===== src/rtl/mapache64.sv =====
// Shared Mapache64 VRAM definitions: region enum, region address map and the
// bit order of the one-hot VRAM region select.
package mapache64;

  typedef enum logic [2:0] {
    REGION_PMF,
    REGION_PMB,
    REGION_NTBL,
    REGION_OBM,
    REGION_TXBL,
    REGION_INVALID
  } region_t;

  localparam logic [11:0] PMF_BASE   = 12'h000;
  localparam logic [11:0] PMF_LIMIT  = 12'h1FF;
  localparam logic [11:0] PMB_BASE   = 12'h200;
  localparam logic [11:0] PMB_LIMIT  = 12'h3FF;
  localparam logic [11:0] NTBL_BASE  = 12'h400;
  localparam logic [11:0] NTBL_LIMIT = 12'h7FF;
  localparam logic [11:0] OBM_BASE   = 12'h800;
  localparam logic [11:0] OBM_LIMIT  = 12'h8FF;
  localparam logic [11:0] TXBL_BASE  = 12'h900;
  localparam logic [11:0] TXBL_LIMIT = 12'hCFF;

  // select_o is {txbl, obm, ntbl, pmb, pmf}
  localparam int SEL_PMF  = 0;
  localparam int SEL_PMB  = 1;
  localparam int SEL_NTBL = 2;
  localparam int SEL_OBM  = 3;
  localparam int SEL_TXBL = 4;

  function automatic region_t decode_region(input logic [11:0] addr);
    if (addr <= PMF_LIMIT)       return REGION_PMF;
    else if (addr <= PMB_LIMIT)  return REGION_PMB;
    else if (addr <= NTBL_LIMIT) return REGION_NTBL;
    else if (addr <= OBM_LIMIT)  return REGION_OBM;
    else if (addr <= TXBL_LIMIT) return REGION_TXBL;
    else                         return REGION_INVALID;
  endfunction

  function automatic logic [11:0] region_base(input region_t region);
    case (region)
      REGION_PMB:  return PMB_BASE;
      REGION_NTBL: return NTBL_BASE;
      REGION_OBM:  return OBM_BASE;
      REGION_TXBL: return TXBL_BASE;
      default:     return PMF_BASE;
    endcase
  endfunction

  function automatic logic [4:0] region_select(input region_t region);
    logic [4:0] sel;
    sel = '0;
    case (region)
      REGION_PMF:  sel[SEL_PMF]  = 1'b1;
      REGION_PMB:  sel[SEL_PMB]  = 1'b1;
      REGION_NTBL: sel[SEL_NTBL] = 1'b1;
      REGION_OBM:  sel[SEL_OBM]  = 1'b1;
      REGION_TXBL: sel[SEL_TXBL] = 1'b1;
      default:     sel = '0;
    endcase
    return sel;
  endfunction

endpackage


===== src/rtl/vram_write_fifo.sv =====
// Synchronous write queue holding {address, data} entries for the VRAM write
// scheduler; head entry is visible on rd_data whenever the queue is non-empty.
module vram_write_fifo #(
  parameter int DEPTH = 8,
  parameter int WIDTH = 20
) (
  input  logic                       clk,
  input  logic                       rst,
  input  logic                       push,
  input  logic                       pop,
  input  logic [WIDTH-1:0]           wr_data,
  output logic [WIDTH-1:0]           rd_data,
  output logic                       full,
  output logic                       empty,
  output logic [$clog2(DEPTH):0]     count
);

  localparam int AW = $clog2(DEPTH);
  localparam int CW = AW + 1;

  logic [WIDTH-1:0] mem [DEPTH];
  logic [AW-1:0]    wr_ptr;
  logic [AW-1:0]    rd_ptr;

  assign rd_data = mem[rd_ptr];
  assign full    = (count == CW'(DEPTH));
  assign empty   = (count == '0);

  // Pointers wrap naturally because DEPTH is a power of two.
  always_ff @(posedge clk) begin
    if (rst) begin
      wr_ptr <= '0;
      rd_ptr <= '0;
      count  <= '0;
    end else begin
      if (push) wr_ptr <= wr_ptr + AW'(1);
      if (pop)  rd_ptr <= rd_ptr + AW'(1);
      count <= count + CW'(push) - CW'(pop);
    end
  end

  always_ff @(posedge clk) begin
    if (push) mem[wr_ptr] <= wr_data;
  end

endmodule


===== src/rtl/vram_write_scheduler.sv =====
// Queues CPU VRAM writes and commits them in order when the GPU is not using
// the target region. Define VRAM_SCHED_OVERFLOW_EN for a sticky drop flag.
module vram_write_scheduler
  import mapache64::*;
#(
  parameter int FIFO_DEPTH = 8
) (
  input  logic                          gpu_clk,
  input  logic                          rst,
  input  logic                          wr_valid_i,
  input  logic [11:0]                   wr_address_i,
  input  logic [7:0]                    wr_data_i,
  output logic                          wr_ready_o,
  input  logic                          in_vblank_i,
  input  logic                          drawing_next_i,
  output logic                          vram_wen_o,
  output logic [10:0]                   vram_offset_o,
  output logic [7:0]                    vram_data_o,
  output logic [4:0]                    select_o,
  output logic [$clog2(FIFO_DEPTH):0]   pending_o,
  input  logic                          clr_overflow_i,
  output logic                          overflow_o
);

  localparam int CW = $clog2(FIFO_DEPTH) + 1;

  typedef enum logic [1:0] {IDLE, WAIT, COMMIT} state_t;

  state_t         state, state_next;
  logic [19:0]    head;
  logic [11:0]    head_addr;
  logic [7:0]     head_data;
  logic           fifo_full, fifo_empty;
  logic [CW-1:0]  count, count_next;
  logic           push, pop, commit, window_open;
  region_t        head_region;

  assign wr_ready_o  = !fifo_full;
  assign push        = wr_valid_i && !fifo_full;
  assign head_addr   = head[19:8];
  assign head_data   = head[7:0];
  assign head_region = decode_region(head_addr);
  assign count_next  = count + CW'(push) - CW'(pop);
  assign pending_o   = count;

  vram_write_fifo #(.DEPTH(FIFO_DEPTH), .WIDTH(20)) u_fifo (
    .clk     (gpu_clk),
    .rst     (rst),
    .push    (push),
    .pop     (pop),
    .wr_data ({wr_address_i, wr_data_i}),
    .rd_data (head),
    .full    (fifo_full),
    .empty   (fifo_empty),
    .count   (count)
  );

  // OBM is scanned all frame long, so it is only safe during vblank.
  always_comb begin
    window_open = 1'b0;
    case (head_region)
      REGION_OBM:     window_open = in_vblank_i;
      REGION_INVALID: window_open = 1'b0;
      default:        window_open = !drawing_next_i;
    endcase
  end

  always_comb begin
    pop        = 1'b0;
    commit     = 1'b0;
    state_next = state;
    case (state)
      IDLE, WAIT: begin
        if (!fifo_empty) begin
          if (head_region == REGION_INVALID) begin
            pop = 1'b1;
          end else if (window_open) begin
            pop    = 1'b1;
            commit = 1'b1;
          end
        end
      end
      default: ;
    endcase
    if (commit)                state_next = COMMIT;
    else if (count_next != '0) state_next = WAIT;
    else                       state_next = IDLE;
  end

  always_ff @(posedge gpu_clk) begin
    if (rst) state <= IDLE;
    else     state <= state_next;
  end

  // Offset and data hold their last committed values; select only pulses.
  always_ff @(posedge gpu_clk) begin
    if (rst) begin
      vram_wen_o    <= 1'b0;
      vram_offset_o <= '0;
      vram_data_o   <= '0;
      select_o      <= '0;
    end else begin
      vram_wen_o <= commit;
      if (commit) begin
        vram_offset_o <= 11'(head_addr - region_base(head_region));
        vram_data_o   <= head_data;
        select_o      <= region_select(head_region);
      end else begin
        select_o      <= '0;
      end
    end
  end

`ifdef VRAM_SCHED_OVERFLOW_EN
  always_ff @(posedge gpu_clk) begin
    if (rst)                            overflow_o <= 1'b0;
    else if (wr_valid_i && fifo_full)   overflow_o <= 1'b1;
    else if (clr_overflow_i)            overflow_o <= 1'b0;
  end
`else
  logic unused_clr;
  assign unused_clr = clr_overflow_i;
  assign overflow_o = 1'b0;
`endif

endmodule


===== config.mk =====
export PLATFORM = sky130hd
export DESIGN_NAME = vram_write_scheduler
export DESIGN_NICKNAME = d
export VERILOG_FILES = /design/src/rtl/mapache64.sv /design/src/rtl/vram_write_fifo.sv /design/src/rtl/vram_write_scheduler.sv
export SDC_FILE = /design/constraint.sdc
export NUM_CORES = 1
export LEC_CHECK = 0
export BUFFER_PORTS_ARGS = -buffer_cell sky130_fd_sc_hd__buf_2
export CORE_ASPECT_RATIO = 1.4
export CORE_UTILIZATION = 45
export DETAILED_ROUTE_END_ITERATION = 6
export PLACE_DENSITY = 0.68
export SYNTH_ARGS = -nofsm -noshare
export SYNTH_HDL_FRONTEND = slang
export SYNTH_SLANG_ARGS = --single-unit

===== constraint.sdc =====
create_clock -name gpu_clk -period 6.2 [get_ports gpu_clk]
set_input_delay 0.62 -clock gpu_clk [delete_from_list [all_inputs] [get_ports gpu_clk]]
set_output_delay 0.62 -clock gpu_clk [all_outputs]
set_load 0.01 [all_outputs]

==> summary.txt <==
Drt
  • Post-route ant nets: 0
  • Initial detailed-routing violation count: 215
  • Total Wirelength: 14,900 um
  • First drt pass iteration count: 5
  • Routed WL per cell: 20.8 um
  • Via count: 3,922
  • Vias/cell: 5.49
  • DRC errors left: 0

Critical path
  • Worst reg-to-reg path cell count: 11
  • Critical setup path kind: register to register
  • Arrival time worst endpoint: 3.97 ns
  • Crit end category: register
  • CP max FO: 24
  • CP Capture Point: u_fifo.count[2]
  • Register-to-register setup slack: 2.51 ns
  • Reg-to-Reg End: u_fifo.count[2]
  • WP data required: 6.49 ns
  • CP startpoint kind: register

Clocking
  • CTS tree: yes
  • Clock transition at path regs: 0.07 ns
  • CTS resizes: 0
  • CTS root buffer: clkbuf_16
  • Htree depth: 4
  • Post CTS Setup Buffer Count: 0
  • Clk buf depth: 2
  • CTS sink cnt: 198
  • Clock buffer count from CTS: 17
  • Hold-fix buffers, CTS: 0
  • Worst skew pair latency: 0.44 ns

Global routing
  • Initial antenna violation count: 0
  • First-pass GRT wire length: 23,100 um
  • Global route total overflow: 0
  • Vias in the first global route: 4,018
  • Largest net degree at the start of global routing: 40
  • All-Layer GR Usage: 18.2%

Timing
  • Peak Freq: 271 MHz
  • RSZ-0062 raised after global routing: false
  • Slew Viols, Final: 0
  • Final Hold Viols: 0
  • Min Tclk post-route: 3.69 ns
  • Final worst setup slack: 2.51 ns
  • Final period util: 59.5%
  • Worst rel slew slack: 36.6%
  • Slew @ Worst Pin: 0.952 ns
  • Setup_tns: 0 ns
  • Post-Route Skew: 0.00934 ns
  • Final setup viols: 0

Hold path
  • Hold crit path type: input port to register
  • Worst Hold Launch: wr_address_i[6]

Floorplanning
  • Core Area: 16,900 um2
  • Die width: 113 um
  • Die Ht: 158 um
  • Die footprint: 17,900 um2
  • Starting density of the core: 46.3%
  • Core Rows: 56
  • # IOs: 57

Layout
  • Final core occ: 52.8%
  • Antenna diodes: 0
  • Final #Nets: 505
  • Layout cell share with drive strength beyond 1: 37.1%
  • Area grow syn2layout: 14.1%

Yosys
  • Post-synth EDFFs: 160
  • Prevailing post-synth register cell: edfxtp_1
  • Seq cells post-synth: 198
  • Post-Syn Area per Cell: 19.2 um2
  • Syn Inst Count: 408
  • Register area share after synthesis: 71.2%
  • FFs w/ async S/R, synth: 0%
  • Top cell type by total area after synthesis: edfxtp_1
  • Synthesized cell area: 7820 um2
  • Syn nets: 444
  • Unique masters post-synth: 41
  • Most frequent cells after synthesis: edfxtp_1 (160), mux4_2 (40), dfxtp_1 (38)
  • Top cells by area, synth: edfxtp_1 (61%), mux4_2 (12%), dfxtp_1 (9.7%)
  • Synth warnings: 0
  • Top cell type's share of synthesized area: 61.4%
  • Count leader, synth: edfxtp_1

Power and ir drop
  • Total Power: 3.82 mW
  • LEAKAGE: 2.94 nW
  • Cell Pwr Density: 428 nW/um2
  • Worst VDD drop: 203 uV

Placement
  • Worst Setup Slack post-DPL: 2.46 ns
  • Port Buffers: 54
  • GP Congestion: 0.748
  • DP HPWL: 9240 um

Run
  • Max-cap violation count: 0

Status
  • Outcome: finished, final reports clean
-- cells by family (layout without fill, tap and decap cells) --
logic type | Yosys count | in the layout | synth area share [%]
DFF | 198 | 198 | 71.2
xor gates and xnor gates | 6 | 6 | 0.672
and+or+nand+nor | 50 | 50 | 3.31
AOI/OAI and AO/OA | 49 | 49 | 5.63
buffers and inverters | 28 | 102 | 1.90
adders and majority gates | 10 | 10 | 1.79
other | 1 | 1 | 0.0480
muxes | 66 | 66 | 15.5
-- final cells by class --
cell class / instances / area [um2]
flip-flops and latches: 198 / 5570
well taps: 232 / 290
multi-input cells: 182 / 2130
inverters: 4 / 15.0
clock buffers: 17 / 425
clock inverters: 15 / 134
fillers: 1360 / 7960
repair buffers: 66 / 360
-- how the worst min path moves through the flow --
stage | end | slack [ns] | cells after the start
floorplan | u_fifo.wr_ptr[0] | 0.48 | 2
global placement | u_fifo.wr_ptr[0] | 0.48 | 2
detailed placement | u_fifo.wr_ptr[0] | 0.50 | 2
CTS | u_fifo.mem[0][15] | 0.43 | 1
global route | u_fifo.mem[5][3] | 0.44 | 1
finish | u_fifo.mem[0][14] | 0.45 | 1
-- cell usage in the layout, fill, tap and decap left out, drive strengths merged --
cell type / n
edfxtp: 160
or2: 1
mux2: 3
nand4: 1
nand2: 8
nor2: 18
nor3b: 3
and3: 1
a21boi: 1
and2: 2
nor4: 4
xor2: 3
clkbuf: 17
nor3: 2
nand2b: 7
a21oi: 24
clkinv: 5
xnor2: 3
fa: 2
mux2i: 23
mux4: 40
a21o: 1
inv: 13
nor2b: 2
a211oi: 19
clkinvlp: 1
buf: 66
o22ai: 1
dfxtp: 38
conb: 1
o21a: 1
nand3: 1
ha: 8
o311ai: 2
-- layer usage --
| layer | GRT usage [%] | part of all wire, % | routed length [um] |
|---|---|---|---|
| met4 | 6.08 | 1.4 | 205 |
| met1 | 22.4 | 40 | 5990 |
| met5 | 0 | 0 | 0 |
| met3 | 5.09 | 4.6 | 684 |
| met2 | 31.1 | 54 | 7980 |
-- critical path, cell delays in order (launching register included) --
cell     delay (ns)
dfxtp_2        0.78
mux4_2         0.62
mux2i_4        0.31
nand4_2        0.17
o21a_4         0.35
a21oi_4        0.30
xnor2_1        0.16
ha_1           0.19
inv_1          0.06
fa_1           0.38
xor2_1         0.17
nor2_1         0.05
-- registers in the layout (all words and copies together), names as in the netlist, named ones only --
signal,flops
u_fifo.mem,160
vram_offset_o,11
vram_data_o,8
select_o,5
u_fifo.count,4
u_fifo.rd_ptr,3
u_fifo.wr_ptr,3
state,1
-- through the flow --
| stage | area [um2] | std cells | hold slack (ns) |
|---|---|---|---|
| after floorplan | 7820 | 408 | 0.476 |
| after global placement | 8360 | 682 | 0.484 |
| after detailed placement | 8360 | 682 | 0.497 |
| after CTS | 8920 | 714 | 0.434 |
| after global routing | 8920 | 714 | 0.439 |
| final | 8920 | 714 | 0.446 |
-- power by group --
part	total (mW)	switching [mW]	internal, mW
logic	1.13	0.625	0.500
registers	1.65	0.0869	1.56
clock network	1.04	0.512	0.531
Note: power is estimated with default switching activity, not from simulation.
